==> config.mk <==
export PLATFORM = sky130hd
export DESIGN_NAME = shift_seq_ctrl
export DESIGN_NICKNAME = d
export VERILOG_FILES = /design/src/rtl/shift_seq_ctrl_pkg.sv /design/src/rtl/shift_seq_ctrl_step.sv /design/src/rtl/shift_seq_ctrl.sv
export SDC_FILE = /design/constraint.sdc
export NUM_CORES = 1
export LEC_CHECK = 0
export CAP_MARGIN = 20
export CORE_ASPECT_RATIO = 1.5
export CORE_MARGIN = 5
export CORE_UTILIZATION = 45
export CTS_CLUSTER_DIAMETER = 30
export DETAILED_ROUTE_END_ITERATION = 7
export PLACE_DENSITY_LB_ADDON = 0.2
export SYNTH_ARGS = -nofsm -noshare
export SYNTH_HDL_FRONTEND = slang
export SYNTH_SLANG_ARGS = --single-unit
==> constraint.sdc <==
create_clock -name clk -period 1.25 [get_ports clk]
set_clock_uncertainty 0.05 [all_clocks]
set_input_delay 0.125 -clock clk [delete_from_list [all_inputs] [get_ports clk]]
set_output_delay 0.125 -clock clk [all_outputs]
set_load 0.02 [all_outputs]
==> src/rtl/shift_seq_ctrl_pkg.sv <==
// Shared definitions for the shift sequencer: opcodes (the same encoding as
// the shift register ctrl field) and the controller state encoding.
package shift_seq_ctrl_pkg;

    localparam logic [2:0] OP_CLR  = 3'd0;  // q <= 0
    localparam logic [2:0] OP_LOAD = 3'd1;  // q <= data
    localparam logic [2:0] OP_SRL  = 3'd2;  // logical right
    localparam logic [2:0] OP_SLL  = 3'd3;  // logical left
    localparam logic [2:0] OP_SRA  = 3'd4;  // arithmetic right
    localparam logic [2:0] OP_SIN  = 3'd5;  // serial in at MSB
    localparam logic [2:0] OP_ROR  = 3'd6;  // rotate right
    localparam logic [2:0] OP_ROL  = 3'd7;  // rotate left

    typedef enum logic [1:0] {
        IDLE = 2'd0,
        RUN  = 2'd1,
        DONE = 2'd2
    } state_t;

endpackage

==> src/rtl/shift_seq_ctrl_step.sv <==
// Per-step next-value function of the 8-bit multi-mode shift register.
// Purely combinational.
//   op     : opcode (see package)
//   q      : current register value
//   data   : load value for OP_LOAD
//   sbit   : serial input bit for OP_SIN
//   q_next : register value after one step
module shift_step
    import shift_seq_ctrl_pkg::*;
(
    input  logic [2:0] op,
    input  logic [7:0] q,
    input  logic [7:0] data,
    input  logic       sbit,
    output logic [7:0] q_next
);

    always_comb begin
        q_next = q;
        case (op)
            OP_CLR:  q_next = 8'h00;
            OP_LOAD: q_next = data;
            OP_SRL:  q_next = {1'b0, q[7:1]};
            OP_SLL:  q_next = {q[6:0], 1'b0};
            OP_SRA:  q_next = {q[7], q[7:1]};
            OP_SIN:  q_next = {sbit, q[7:1]};
            OP_ROR:  q_next = {q[0], q[7:1]};
            OP_ROL:  q_next = {q[6:0], q[7]};
            default: q_next = q;
        endcase
    end

endmodule

==> src/rtl/shift_seq_ctrl.sv <==
// Command-driven sequencer around the 8-bit multi-mode shift register.
// Accepts one command (op, step count, data) per valid/ready handshake,
// applies the op for the requested number of cycles, then pulses done.
//   clk, rst   : clock, synchronous active-high reset
//   cmd_valid  : command present
//   cmd_ready  : command can be accepted (IDLE only)
//   cmd_op     : opcode
//   cmd_cnt    : step count for ops 2-7 (ops 0/1 always take one step)
//   cmd_data   : load value (op 1) or serial bit source (op 5)
//   busy       : command in progress
//   done       : one-cycle completion pulse
//   q          : register value
//
// state | meaning
// IDLE  | waiting for a command, cmd_ready high
// RUN   | one step applied per clock until remain reaches zero
// DONE  | completion cycle, done high, returns to IDLE
module shift_seq_ctrl
    import shift_seq_ctrl_pkg::*;
#(
    parameter int CNT_W = 4
) (
    input  logic             clk,
    input  logic             rst,
    input  logic             cmd_valid,
    output logic             cmd_ready,
    input  logic [2:0]       cmd_op,
    input  logic [CNT_W-1:0] cmd_cnt,
    input  logic [7:0]       cmd_data,
    output logic             busy,
    output logic             done,
    output logic [7:0]       q
);

    state_t           state_q, state_nxt;
    logic [CNT_W-1:0] remain_q, remain_nxt;
    logic [2:0]       bit_idx_q, bit_idx_nxt;
    logic [2:0]       op_q, op_nxt;
    logic [7:0]       data_q, data_nxt;
    logic [7:0]       q_q, q_nxt;
    logic [7:0]       step_q;
    logic             done_q;

    shift_step u_step (
        .op     (op_q),
        .q      (q_q),
        .data   (data_q),
        .sbit   (data_q[bit_idx_q]),
        .q_next (step_q)
    );

    always_ff @(posedge clk) begin
        if (rst) begin
            state_q   <= IDLE;
            remain_q  <= '0;
            bit_idx_q <= 3'd0;
            op_q      <= OP_CLR;
            data_q    <= 8'h00;
            q_q       <= 8'h00;
            done_q    <= 1'b0;
        end else begin
            state_q   <= state_nxt;
            remain_q  <= remain_nxt;
            bit_idx_q <= bit_idx_nxt;
            op_q      <= op_nxt;
            data_q    <= data_nxt;
            q_q       <= q_nxt;
            // done tracks entry into DONE so it comes straight from a flop
            done_q    <= (state_nxt == DONE);
        end
    end

    always_comb begin
        state_nxt   = state_q;
        remain_nxt  = remain_q;
        bit_idx_nxt = bit_idx_q;
        op_nxt      = op_q;
        data_nxt    = data_q;
        q_nxt       = q_q;
        case (state_q)
            IDLE: begin
                if (cmd_valid) begin
                    op_nxt      = cmd_op;
                    data_nxt    = cmd_data;
                    bit_idx_nxt = 3'd0;
                    if (cmd_op == OP_CLR || cmd_op == OP_LOAD) begin
                        remain_nxt = CNT_W'(1);
                        state_nxt  = RUN;
                    end else if (cmd_cnt != '0) begin
                        remain_nxt = cmd_cnt;
                        state_nxt  = RUN;
                    end else begin
                        // zero-step shift: complete without touching q
                        state_nxt = DONE;
                    end
                end
            end
            RUN: begin
                q_nxt       = step_q;
                remain_nxt  = remain_q - CNT_W'(1);
                bit_idx_nxt = bit_idx_q + 3'd1;
                if (remain_q == CNT_W'(1)) begin
                    state_nxt = DONE;
                end
            end
            DONE: begin
                state_nxt = IDLE;
            end
            default: begin
                state_nxt = IDLE;
            end
        endcase
    end

    assign cmd_ready = (state_q == IDLE);
    assign busy      = (state_q != IDLE);
    assign done      = done_q;
    assign q         = q_q;

endmodule

==> metrics.cfg, run 1 <==
[run_status]
status = finished with violations
violations = setup timing

[clock_network]
clock_sinks = 29
cts-root-buf = clkbuf_8
cts_max_path_buffers = 2
cts_buffers = 5
insertion_delay_ns = 0.28
h-tree-depth = 2
cts_tree = built
path_clk_slew_ns = 0.06

[power_and_ir_drop]
p_int_mw = 1.77
p_switching_mw = 0.754
leakage_nw = 1.01
pwr-share-seq = 0.408
combPwrFrac = 0.279
power_density_nw_per_um2 = 1050
p_sw_frac = 0.299
power_frac_clock = 0.313
vdd_drop_max_uv = 965

[die]
start_util = 0.464
die_x_um = 56.4
ios = 29
rows = 25
die_h_um = 79.6
dieArea_um2 = 4480
core_um2 = 3130

[synthesis]
syn_area_um2 = 1450
synth_edf_count = 0
syn-num-nets = 195
synth.area.top_cells = dfxtp_1 40%, nand2_1 8.5%, a21oi_1 5.5%, o21ai_0 3.8%, a22oi_1 3.6%
synth_xor_area_frac = 0.0121
synth_mux_area_frac = 0.0379
synth-compound-area-share = 0.278
ys_seq_area_frac = 0.400
synthArstFlopShare = 0
yosysTopAreaCell = dfxtp_1
synthCells = 174
yosys_warnings = 0
ys.flop_type = dfxtp_1
synth_top_family_by_area = compound AO/OA/AOI/OAI gates
synth_top_area_share = 0.400
synth-simple-area-share = 0.203
synthAdderAreaFrac = 0.0259
syn_avg_cell_area_um2 = 8.34
synth_common_cells = 33 x nand2_1, 29 x dfxtp_1, 16 x a21oi_1
yosysMostFrequentCell = nand2_1
ys_seq_elements = 29
synth.distinct_cells = 40

[final_layout]
drive_gt1_frac = 0.414
antenna_cells = 0
area_growth_pct = 65.7
num-nets-final = 270
final_cells = 289
fillers = 230

[routing]
vias = 1653
wl_per_cell_um = 17.1
dr.pass1.iters = 4
drt_iter0_drc = 47
drc = 0
vias_per_cell = 5.72
ant_nets = 0
wl_um = 4930

[place]
port_buffers = 28
dp_hpwl_um = 3350
gp_congestion = 0.883
post-place-ws_ns = -0.358
post-place-cells = 277

[worst_setup_path]
critPathRequiredTime_ns = 1.37
crit_arrival_ns = 1.45
cp_slowest_cell = mux4_2
cp_num_buf_inv = 0
worstPathCellList = mux4_2, mux2i_2, o211ai_1
critPathKind = reg -> reg
critPathMaxFanout = 3
cp-start-kind = flip-flop
endpoint_kind = flip-flop
crit_family = multiplexers
cp_slowest_stage_delay_ns = 0.50

[grt]
grt_start_max_net_pins = 15
antenna_found_initial = 0
track_usage = 0.222
grt_pass1_vias = 1725
grt-ovfl-total = 0
grt_first_pass_wirelength_um = 7730

[worst_hold_path]
hold_path.class = in -> reg

[sta]
worst_pin_slew_ns = 0.345
hold_viol = 0
relSlewSlack = 0.768
layout_min_cycle_time_ns = 1.34
rsz0062_at_grt = true
maxSlewViolCount = 0
fin_crit_sh = 1.07
setup_viol_count_final = 5
max_freq_mhz = 747
setup_slack_ns = -0.0879

[run]
maxCapViolCount = 0

## per-layer routing
metal | track usage | routed length [µm]
met2 | 0.423 | 2720
met5 | 0 | 0
met3 | 0.0469 | 236
met4 | 0.128 | 227
met1 | 0.214 | 1740
## final cells by class
| cell class | instances | area (µm²) | area share |
|---|---|---|---|
| Clock buffer | 7 | 86.3 | 0.0359 |
| Inverter | 5 | 18.8 | 0.00780 |
| Multi-Input combinational cell | 133 | 1000 | 0.418 |
| Sequential cell | 29 | 593 | 0.247 |
| Tap cell | 40 | 50.0 | 0.0208 |
| Timing Repair Buffer | 75 | 652 | 0.271 |
## metrics by stage
step	utilization	total power, mW	cell area, µm²	setup TNS, ns	hold slack [ns]
CTS	0.724	2.45	2270	-0.182	0.337
global route	0.769	2.63	2400	-0.518	0.279
global placement	0.672	1.59	2100	-3.55	0.443
detailed placement	0.672	1.62	2100	-4.64	0.444
floorplan	-	1.33	1500	0	0.211
finish	0.769	2.52	2400	-0.277	0.274
## what timing repair did
item / in CTS / in global routing
pin swaps: 8 / 10
endpoints found under the setup margin: 36 / 29
gates cloned: 0 / 1
resized for setup: 40 / 43
buffers inserted: 3 / 1
hold buffers: 0 / 0
## cells by family after synthesis
group	Yosys count
DFF	29
xor gates and xnor gates	2
muxes	3
buffers and inverters	13
AOI/OAI and AO/OA	59
and+or+nand+nor	65
adders and majority gates	3
## power by group through the flow
stage	Clock [mW]	Sequential, mW	Combinational (mW)
CTS	0.801	1.03	0.622
detailed placement	0	1.04	0.575
global placement	0	1.04	0.556
floorplan	0	1.04	0.290
finish	0.788	1.03	0.704
global route	0.847	1.03	0.749
## sequential cells by signal, summed over array words and instances (netlist names)
| register | flops |
|---|---|
| done | 1 |
| data_q | 8 |
| op_q | 3 |
| remain_q | 4 |
| q | 8 |
| state_q | 2 |
| bit_idx_q | 3 |
## final timing paths
kind,start,depth (start not counted),slack (ns),endpoint
worst min register to register,q[4]$_SDFFE_PP0P_,2,0.45,q[4]$_SDFFE_PP0P_
worst min-delay path,cmd_op[1],4,0.27,op_q[1]$_SDFFE_PP0P_
worst max-delay path,bit_idx_q[1]$_SDFFE_PP0P_,3,-0.09,q[7]$_SDFFE_PP0P_
worst max register to register,bit_idx_q[1]$_SDFFE_PP0P_,3,-0.09,q[7]$_SDFFE_PP0P_
## tightest hold or removal path, cell delays in order
cell            delay, ns
dlymetal6s2s_1       0.17
buf_4                0.17
nand2_1              0.05
a21oi_1              0.05
## cells in the final DEF (no fill, tap or decap), types with 4 or more instances in the layout
master | netlist | layout
clkdlybuf4s50_1 | 0 | 11
dfxtp_2 | 0 | 4
dfxtp_1 | 29 | 23
nand2_2 | 0 | 5
clkbuf_8 | 0 | 6
a22oi_1 | 7 | 6
dlymetal6s2s_1 | 0 | 4
dlygate4sd2_1 | 0 | 8
buf_6 | 1 | 7
a22o_1 | 6 | 6
nand2_1 | 33 | 26
a21oi_1 | 16 | 14
nor2_1 | 10 | 6
inv_1 | 5 | 5
buf_4 | 1 | 41
nand3_1 | 4 | 4
o21ai_0 | 11 | 6
Power figures use the tool's default switching activity.
==> run 2, diff against run 1 <==
clock period = 1.1 ns   (was 1.25 ns; I/O delays follow)
==> run 2 against run 1 <==
Against the previous run: the run still ends with setup timing left; combinational power up 42%; flip-flop and latch count unchanged; non-clock buffer count up 13; core utilization up 11 points; cell area up 14%; maximum frequency down 3.3%; via count up 8.1%; count of clock-buffer cells in the layout unchanged; sequential power up 16%; first-iteration DRC count up 51%.
==> metrics.cfg, run 2 (synthesis gave the netlist of run 1 again) <==
[die]
die_h_um = 79.6  ; unchanged
die_x_um = 56.4  ; unchanged
rows = 25  ; unchanged
dieArea_um2 = 4480  ; unchanged
start_util = 0.464  ; unchanged
ios = 29  ; unchanged
core_um2 = 3130  ; unchanged

[routing]
vias_per_cell = 5.90  ; was 5.72
maxUsedRoutingLayer = met4  ; unchanged
drc = 0  ; unchanged
ant_nets = 0  ; unchanged
vias = 1787  ; was 1653
dr.pass1.iters = 4  ; unchanged
route.met3.wl_um = 291  ; was 236 µm
wl_um = 5880  ; was 4930 µm
wl_per_cell_um = 19.4  ; was 17.1 µm
wl_met1_um = 1900  ; was 1740 µm
drt_iter0_drc = 71  ; was 47
met2_length_um = 3270  ; was 2720 µm

[worst_setup_path]
cp-start-kind = flip-flop  ; unchanged
rr_endpoint = q[7]$_SDFFE_PP0P_  ; unchanged
cp_slowest_stage_delay_ns = 0.50  ; about the same
critPathRequiredTime_ns = 1.21  ; was 1.37 ns
cp_slowest_cell = mux4_2  ; unchanged
reg2reg_depth = 3  ; unchanged
crit_arrival_ns = 1.50  ; was 1.45 ns
critPathMaxFanout = 3  ; unchanged
cp_num_buf_inv = 0  ; unchanged
crit_family = multiplexers  ; unchanged
worstPathCellList = mux4_2, mux2i_2, o211ai_1  ; unchanged
critPathKind = reg -> reg  ; unchanged
endpoint_kind = flip-flop  ; unchanged
reg2reg_slack_ns = -0.28  ; was -0.09 ns
reg2reg_from = bit_idx_q[1]$_SDFFE_PP0P_  ; unchanged

[final_layout]
num-nets-final = 283  ; was 270
final-seq-area_um2 = 606  ; was 593 µm²
drive_gt1_frac = 0.624  ; was 0.414
area_growth_pct = 88.4  ; was 65.7%
antenna_cells = 0  ; unchanged
top_regs = data_q (8), q (8), remain_q (4)  ; unchanged
multiInputGateArea_um2 = 1170  ; was 1000 µm²
final_cells = 303  ; was 289
fillers = 150  ; was 230
final_common_cell = buf_4  ; unchanged
most-common-layout-cells = 45 x buf_4, 19 x dfxtp_1, 16 x nand2_2  ; was 41 x buf_4, 26 x nand2_1, 23 x dfxtp_1

[sta]
hold_viol = 0  ; unchanged
setup_tns_ns = -3.48  ; was -0.277 ns
setup_viol_count_final = 28  ; was 5
layout_min_cycle_time_ns = 1.38  ; was 1.34 ns
relSlewSlack = 0.695  ; was 0.768
worst_pin_slew_ns = 0.457  ; was 0.345 ns
whs_ns = 0.335  ; was 0.274 ns
rsz0062_at_grt = true  ; unchanged
fin_crit_sh = 1.26  ; was 1.07
maxSlewViolCount = 0  ; unchanged
max_freq_mhz = 723  ; was 747 MHz
setup_slack_ns = -0.284  ; was -0.0879 ns

[power_and_ir_drop]
vdd_drop_max_uv = 1310  ; was 965 µV
power_density_nw_per_um2 = 1220  ; was 1050 nW/µm²
leakage_nw = 1.07  ; was 1.01 nW

[run_status]
violations = setup timing  ; unchanged
status = finished with violations  ; unchanged

[place]
port_buffers = 28  ; unchanged
dp_hpwl_um = 3340  ; was 3350 µm
post-place-cells = 281  ; was 277
gp_congestion = 0.876  ; was 0.883
post-place-ws_ns = -0.470  ; was -0.358 ns

[clock_network]
cts_max_path_buffers = 2  ; unchanged
h-tree-depth = 2  ; unchanged
cts-root-buf = clkbuf_8  ; unchanged
insertion_delay_ns = 0.29  ; was 0.28 ns
path_clk_slew_ns = 0.07  ; was 0.06 ns
cts_hold_buf = 0  ; unchanged
cts_buffers = 5  ; unchanged
clock_sinks = 29  ; unchanged
cts_tree = built  ; unchanged

[grt]
grt_first_pass_wirelength_um = 8250  ; was 7730 µm
grt_pass1_vias = 1850  ; was 1725
track_usage = 0.238  ; was 0.222
grt-ovfl-total = 0  ; unchanged
antenna_found_initial = 0  ; unchanged
grt_start_max_net_pins = 12  ; was 15

[worst_hold_path]
min_delay_worst_endpoint = data_q[3]$_SDFFE_PP0P_  ; was op_q[1]$_SDFFE_PP0P_
hold_start = cmd_data[3]  ; was cmd_op[1]
hold_depth = 3  ; was 4
hold_path.class = in -> reg  ; unchanged

[run]
maxCapViolCount = 0  ; unchanged

## run 2: cell count changes in the layout (fill, tap and decap cells not counted), moves of 4 or more
cell            previous run  this run
nand2_2                    5        16
clkbuf_2                   0         4
buf_6                      7        15
a21oi_1                   14         4
buf_4                     41        45
dfxtp_1                   23        19
dlymetal6s2s_1             4         0
nand2_1                   26        15
a21oi_2                    3        13
## run 2: worst max-delay path by stage
stage | from | endpoint | slack [ns] | depth (start not counted)
after floorplan | bit_idx_q[1]$_SDFFE_PP0P_ | q[7]$_SDFFE_PP0P_ | -0.12 | 3
after CTS | bit_idx_q[1]$_SDFFE_PP0P_ | q[7]$_SDFFE_PP0P_ | -0.28 | 3
after global routing | state_q[0]$_SDFF_PP0_ | remain_q[3]$_SDFFE_PP0P_ | -0.30 | 5
after detailed placement | cmd_cnt[1] | remain_q[3]$_SDFFE_PP0P_ | -0.47 | 5
final | bit_idx_q[1]$_SDFFE_PP0P_ | q[7]$_SDFFE_PP0P_ | -0.28 | 3
after global placement | cmd_cnt[1] | remain_q[3]$_SDFFE_PP0P_ | -0.43 | 5
## run 2: report_power, final
part / switching (mW) / leakage, nW / internal, mW / total (mW)
combinational: 0.496 / 0.767 / 0.503 / 0.999
clock: 0.425 / 0.0585 / 0.738 / 1.16
sequential: 0.0767 / 0.242 / 1.11 / 1.19
## run 2: worst register-to-register path, delay by kind of cell, from the launching register on
family / cells / cell delay (ns)
AOI/OAI and AO/OA: 1 / 0.11
DFF: 1 / 0.37
muxes: 2 / 0.72
## run 2: what timing repair did
item / in CTS / in global routing
setup endpoints to repair: 40 / 37
resized for setup: 102 / 45
cloned: 2 / 0
setup buffers: 10 / 7
hold endpoints to repair: 0 / 0
pin swaps: 34 / 17
## run 2: per-stage QoR
| step | util | cell area (µm²) | power (mW) |
|---|---|---|---|
| after floorplan | - | 1540 | 1.54 |
| after global placement | 0.692 | 2160 | 1.82 |
| after detailed placement | 0.692 | 2160 | 1.84 |
| after CTS | 0.814 | 2550 | 3.16 |
| after global routing | 0.874 | 2740 | 3.47 |
| final | 0.874 | 2740 | 3.35 |
## run 2: metal layers
layer,up-vias,track usage
met2,86,0.463
met4,0,0.162
li1,807,-
met1,858,0.212
met3,36,0.0534
met5,-,0
## run 2: cell type report
class,count,area share
clock inverter,1,0.0110
tap,40,0.0183
sequential,29,0.221
inverter,5,0.00686
multi-input combinational,133,0.429
timing repair buffer,88,0.282
clock buffer,7,0.0316
==> run 3, diff against run 2 <==
CORE_UTILIZATION = 51   (was 45)
MAX_ROUTING_LAYER = met4   (was unset)
SYNTH_HIERARCHICAL = 1   (was unset)
clock period = 1.4 ns   (was 1.1 ns; I/O delays follow)
==> run 3 against run 2 <==
Against the previous run: the run still ends with setup timing left; setup slack worse by 0.045 ns; combinational power down 50%; first-iteration DRC count shrank 52%; clock power shrank 34%; maximum frequency is 20% lower; non-clock buffer count is 30 lower; via count shrank 13%; sequential power shrank 23%; critical path depth rose by 4; synthesized cell count grew 2.9%; cell area fell by 22%; flip-flop and latch count is the same; largest cell class unchanged; highest routed layer unchanged.
==> metrics.cfg, run 3 <==
[clock_network]
h-tree-depth = 2  ; unchanged
clock_sinks = 29  ; unchanged
cts-root-buf = clkbuf_8  ; unchanged
cts_buffers = 5  ; unchanged
cts_hold_buf = 0  ; unchanged
insertion_delay_ns = 0.28  ; was 0.29 ns
cts_tree = built  ; unchanged
path_clk_slew_ns = 0.07  ; about the same
cts_max_path_buffers = 2  ; unchanged

[synthesis]
synth_common_cells = 42 x nand2_1, 29 x dfxtp_1, 23 x a21oi_1  ; was 33 x nand2_1, 29 x dfxtp_1, 16 x a21oi_1
yosysMostFrequentCell = nand2_1  ; unchanged
ys.flop_type = dfxtp_1  ; unchanged
ys_seq_area_frac = 0.390  ; was 0.400
syn_avg_cell_area_um2 = 8.32  ; was 8.34 µm²
synth.area.top_cells = dfxtp_1 39%, nand2_1 11%, a21oi_1 7.7%, a22o_1 4.7%, a22o_2 4.0%  ; was dfxtp_1 40%, nand2_1 8.5%, a21oi_1 5.5%, o21ai_0 3.8%, a22oi_1 3.6%
synthCells = 179  ; was 174
synth.distinct_cells = 41  ; was 40
syn_area_um2 = 1490  ; was 1450 µm²
ys_seq_elements = 29  ; unchanged
yosys_warnings = 6  ; was 0
synth_edf_count = 0  ; unchanged
yosysTopAreaCell = dfxtp_1  ; unchanged
syn-num-nets = 200  ; was 195
synth_top_area_share = 0.390  ; was 0.400
synthArstFlopShare = 0  ; unchanged

[run]
maxCapViolCount = 0  ; unchanged

[die]
die_h_um = 76.2  ; was 79.6 µm
dieArea_um2 = 4120  ; was 4480 µm²
core_um2 = 2850  ; was 3130 µm²
die_x_um = 54.1  ; was 56.4 µm
start_util = 0.522  ; was 0.464
rows = 24  ; was 25
ios = 29  ; unchanged

[routing]
vias_per_cell = 5.65  ; was 5.90
wl_per_cell_um = 15.3  ; was 19.4 µm
dr.pass1.iters = 4  ; unchanged
ant_nets = 0  ; unchanged
drc = 0  ; unchanged
vias = 1548  ; was 1787
drt_iter0_drc = 34  ; was 71
wl_um = 4200  ; was 5880 µm

[final_layout]
final_common_cell = nand2_1  ; was buf_4
drive_gt1_frac = 0.260  ; was 0.624
fillers = 232  ; was 150
num-nets-final = 255  ; was 283
area_growth_pct = 43.2  ; was 88.4%
final_area_um2 = 2130  ; was 2740 µm²
top_regs = data_q (8), q (8), remain_q (4)  ; unchanged
most-common-layout-cells = 42 x nand2_1, 27 x buf_4, 26 x dfxtp_1  ; was 45 x buf_4, 19 x dfxtp_1, 16 x nand2_2
antenna_cells = 0  ; unchanged

[power_and_ir_drop]
power_density_nw_per_um2 = 1030  ; was 1220 nW/µm²
p_switching_mw = 0.617  ; was 0.998 mW
p_sw_frac = 0.282  ; was 0.298
power_frac_clock = 0.350  ; was 0.347
finalPower_mw = 2.19  ; was 3.35 mW
combPwrFrac = 0.230  ; was 0.298
vdd_drop_max_uv = 1190  ; was 1310 µV
leakage_nw = 0.899  ; was 1.07 nW
pwr-share-seq = 0.420  ; was 0.355
p_int_mw = 1.57  ; was 2.35 mW

[worst_setup_path]
critPathRequiredTime_ns = 1.53  ; was 1.21 ns
endpoint_kind = flip-flop  ; unchanged
crit_arrival_ns = 1.85  ; was 1.50 ns
crit_family = multiplexers  ; unchanged
cp_num_buf_inv = 0  ; unchanged
cp_slowest_cell = mux4_2  ; unchanged
cp_slowest_stage_delay_ns = 0.49  ; was 0.50 ns
cp-start-kind = flip-flop  ; unchanged
critPathKind = reg -> reg  ; unchanged
worstPathCellList = mux4_2, mux2_4, nand3b_1, o21ai_1, a22o_1, nand2_1, a21oi_1  ; was mux4_2, mux2i_2, o211ai_1
critPathMaxFanout = 3  ; unchanged

[place]
dp_hpwl_um = 3190  ; was 3340 µm
port_buffers = 28  ; unchanged
gp_congestion = 0.896  ; was 0.876
placed_area_um2 = 2010  ; was 2160 µm²

[grt]
grtUsageMet3 = 0.0431  ; was 0.0534
grt_first_pass_wirelength_um = 6710  ; was 8250 µm
grt_start_max_net_pins = 30  ; was 12
busiest_layer = met2  ; unchanged
grt_pass1_vias = 1535  ; was 1850
use_met1 = 0.206  ; was 0.212
grt-ovfl-total = 0  ; unchanged
antenna_found_initial = 0  ; unchanged
track_usage = 0.229  ; was 0.238
met2_usage = 0.409  ; was 0.463

[run_status]
status = finished with violations  ; unchanged
violations = setup timing  ; unchanged

[sta]
fin_crit_sh = 1.23  ; was 1.26
setup_viol_count_final = 2  ; was 28
rsz0062_at_grt = true  ; unchanged
hold_viol = 0  ; unchanged
maxSlewViolCount = 0  ; unchanged
setup_slack_ns = -0.329  ; was -0.284 ns
worst_pin_slew_ns = 0.390  ; was 0.457 ns
layout_min_cycle_time_ns = 1.73  ; was 1.38 ns
relSlewSlack = 0.740  ; was 0.695
max_freq_mhz = 579  ; was 723 MHz

[worst_hold_path]
hold_path.class = in -> reg  ; unchanged

## run 3: cell count changes in the layout (fill, tap and decap cells not counted), sizes merged, moves of 5 or more
cell and delta:
nand2 +9, dlygate4sd2 +7, buf -33, a22o +8, o21ai -7, a21oi +7, a22oi -5
## run 3: timing repair
action,CTS,global route
setup endpoints to repair,15,17
resized for setup,16,7
setup buffers,1,0
pin swaps,1,3
cloned,0,0
## run 3: per-stage QoR
stage               worst slack, ns   util  TNS [ns]  hold slack [ns]  instances
global route                 -0.374  0.747    -0.898            0.354        274
global placement             -0.335  0.705     -1.73            0.428        265
detailed placement           -0.408  0.705     -2.07            0.442        265
finish                       -0.329  0.747    -0.365            0.356        274
CTS                          -0.328  0.740    -0.391            0.345        274
floorplan                    -0.261      -    -0.314            0.226        179
## run 3: final timing paths
path / startpoint / endpoint / slack [ns] / cells after the start
setup reg to reg: bit_idx_q[0]$_SDFFE_PP0P_ / q[7]$_SDFFE_PP0P_ / -0.33 / 7
hold / removal: cmd_op[0] / op_q[0]$_SDFFE_PP0P_ / 0.36 / 3
hold reg to reg: q[0]$_SDFFE_PP0P_ / q[0]$_SDFFE_PP0P_ / 0.45 / 2
setup / recovery: bit_idx_q[0]$_SDFFE_PP0P_ / q[7]$_SDFFE_PP0P_ / -0.33 / 7
## run 3: layout make-up
cell class                 instances  area, µm²  area share
inverter                           3       11.3     0.00528
clock buffer                       7       96.3      0.0452
clock inverter                     1       5.00     0.00235
tap                               39       48.8      0.0229
timing repair buffer              58        518       0.243
sequential                        29        589       0.276
multi-input combinational        137        863       0.405
## run 3: logic make-up (layout without fill, tap and decap cells)
logic type               after synthesis  count (layout)  share of synthesized area
XOR/XNOR                               2               2                     0.0118
AO/OA/AOI/OAI                         57              57                      0.269
AND/OR/NAND/NOR                       71              71                      0.215
multiplexers                           4               4                     0.0445
adder cells (fa/ha/maj)                3               3                     0.0252
buffers and inverters                 13              69                     0.0445
flip-flops                            29              29                      0.390
## run 3: tightest hold or removal path, stage by stage
cell and delay, ns:
clkdlybuf4s50_1 0.40, nand2_1 0.06, a21oi_1 0.05
## run 3: power by group through the flow
stage          sequential (mW)  clock, mW  combinational [mW]
2_1_floorplan            0.926          0               0.268
3_3_place_gp             0.932          0               0.470
3_5_place_dp             0.935          0               0.490
4_1_cts                  0.917      0.778               0.489
5_1_grt                  0.926      0.830               0.541
6_report                 0.920      0.766               0.502
## run 3: layer usage
metal,wire length (µm),vias up,share of wire
met5,0,-,0
met4,215,0,0.051
met3,193,18,0.046
met2,2390,51,0.57
met1,1400,731,0.33
li1,-,748,-
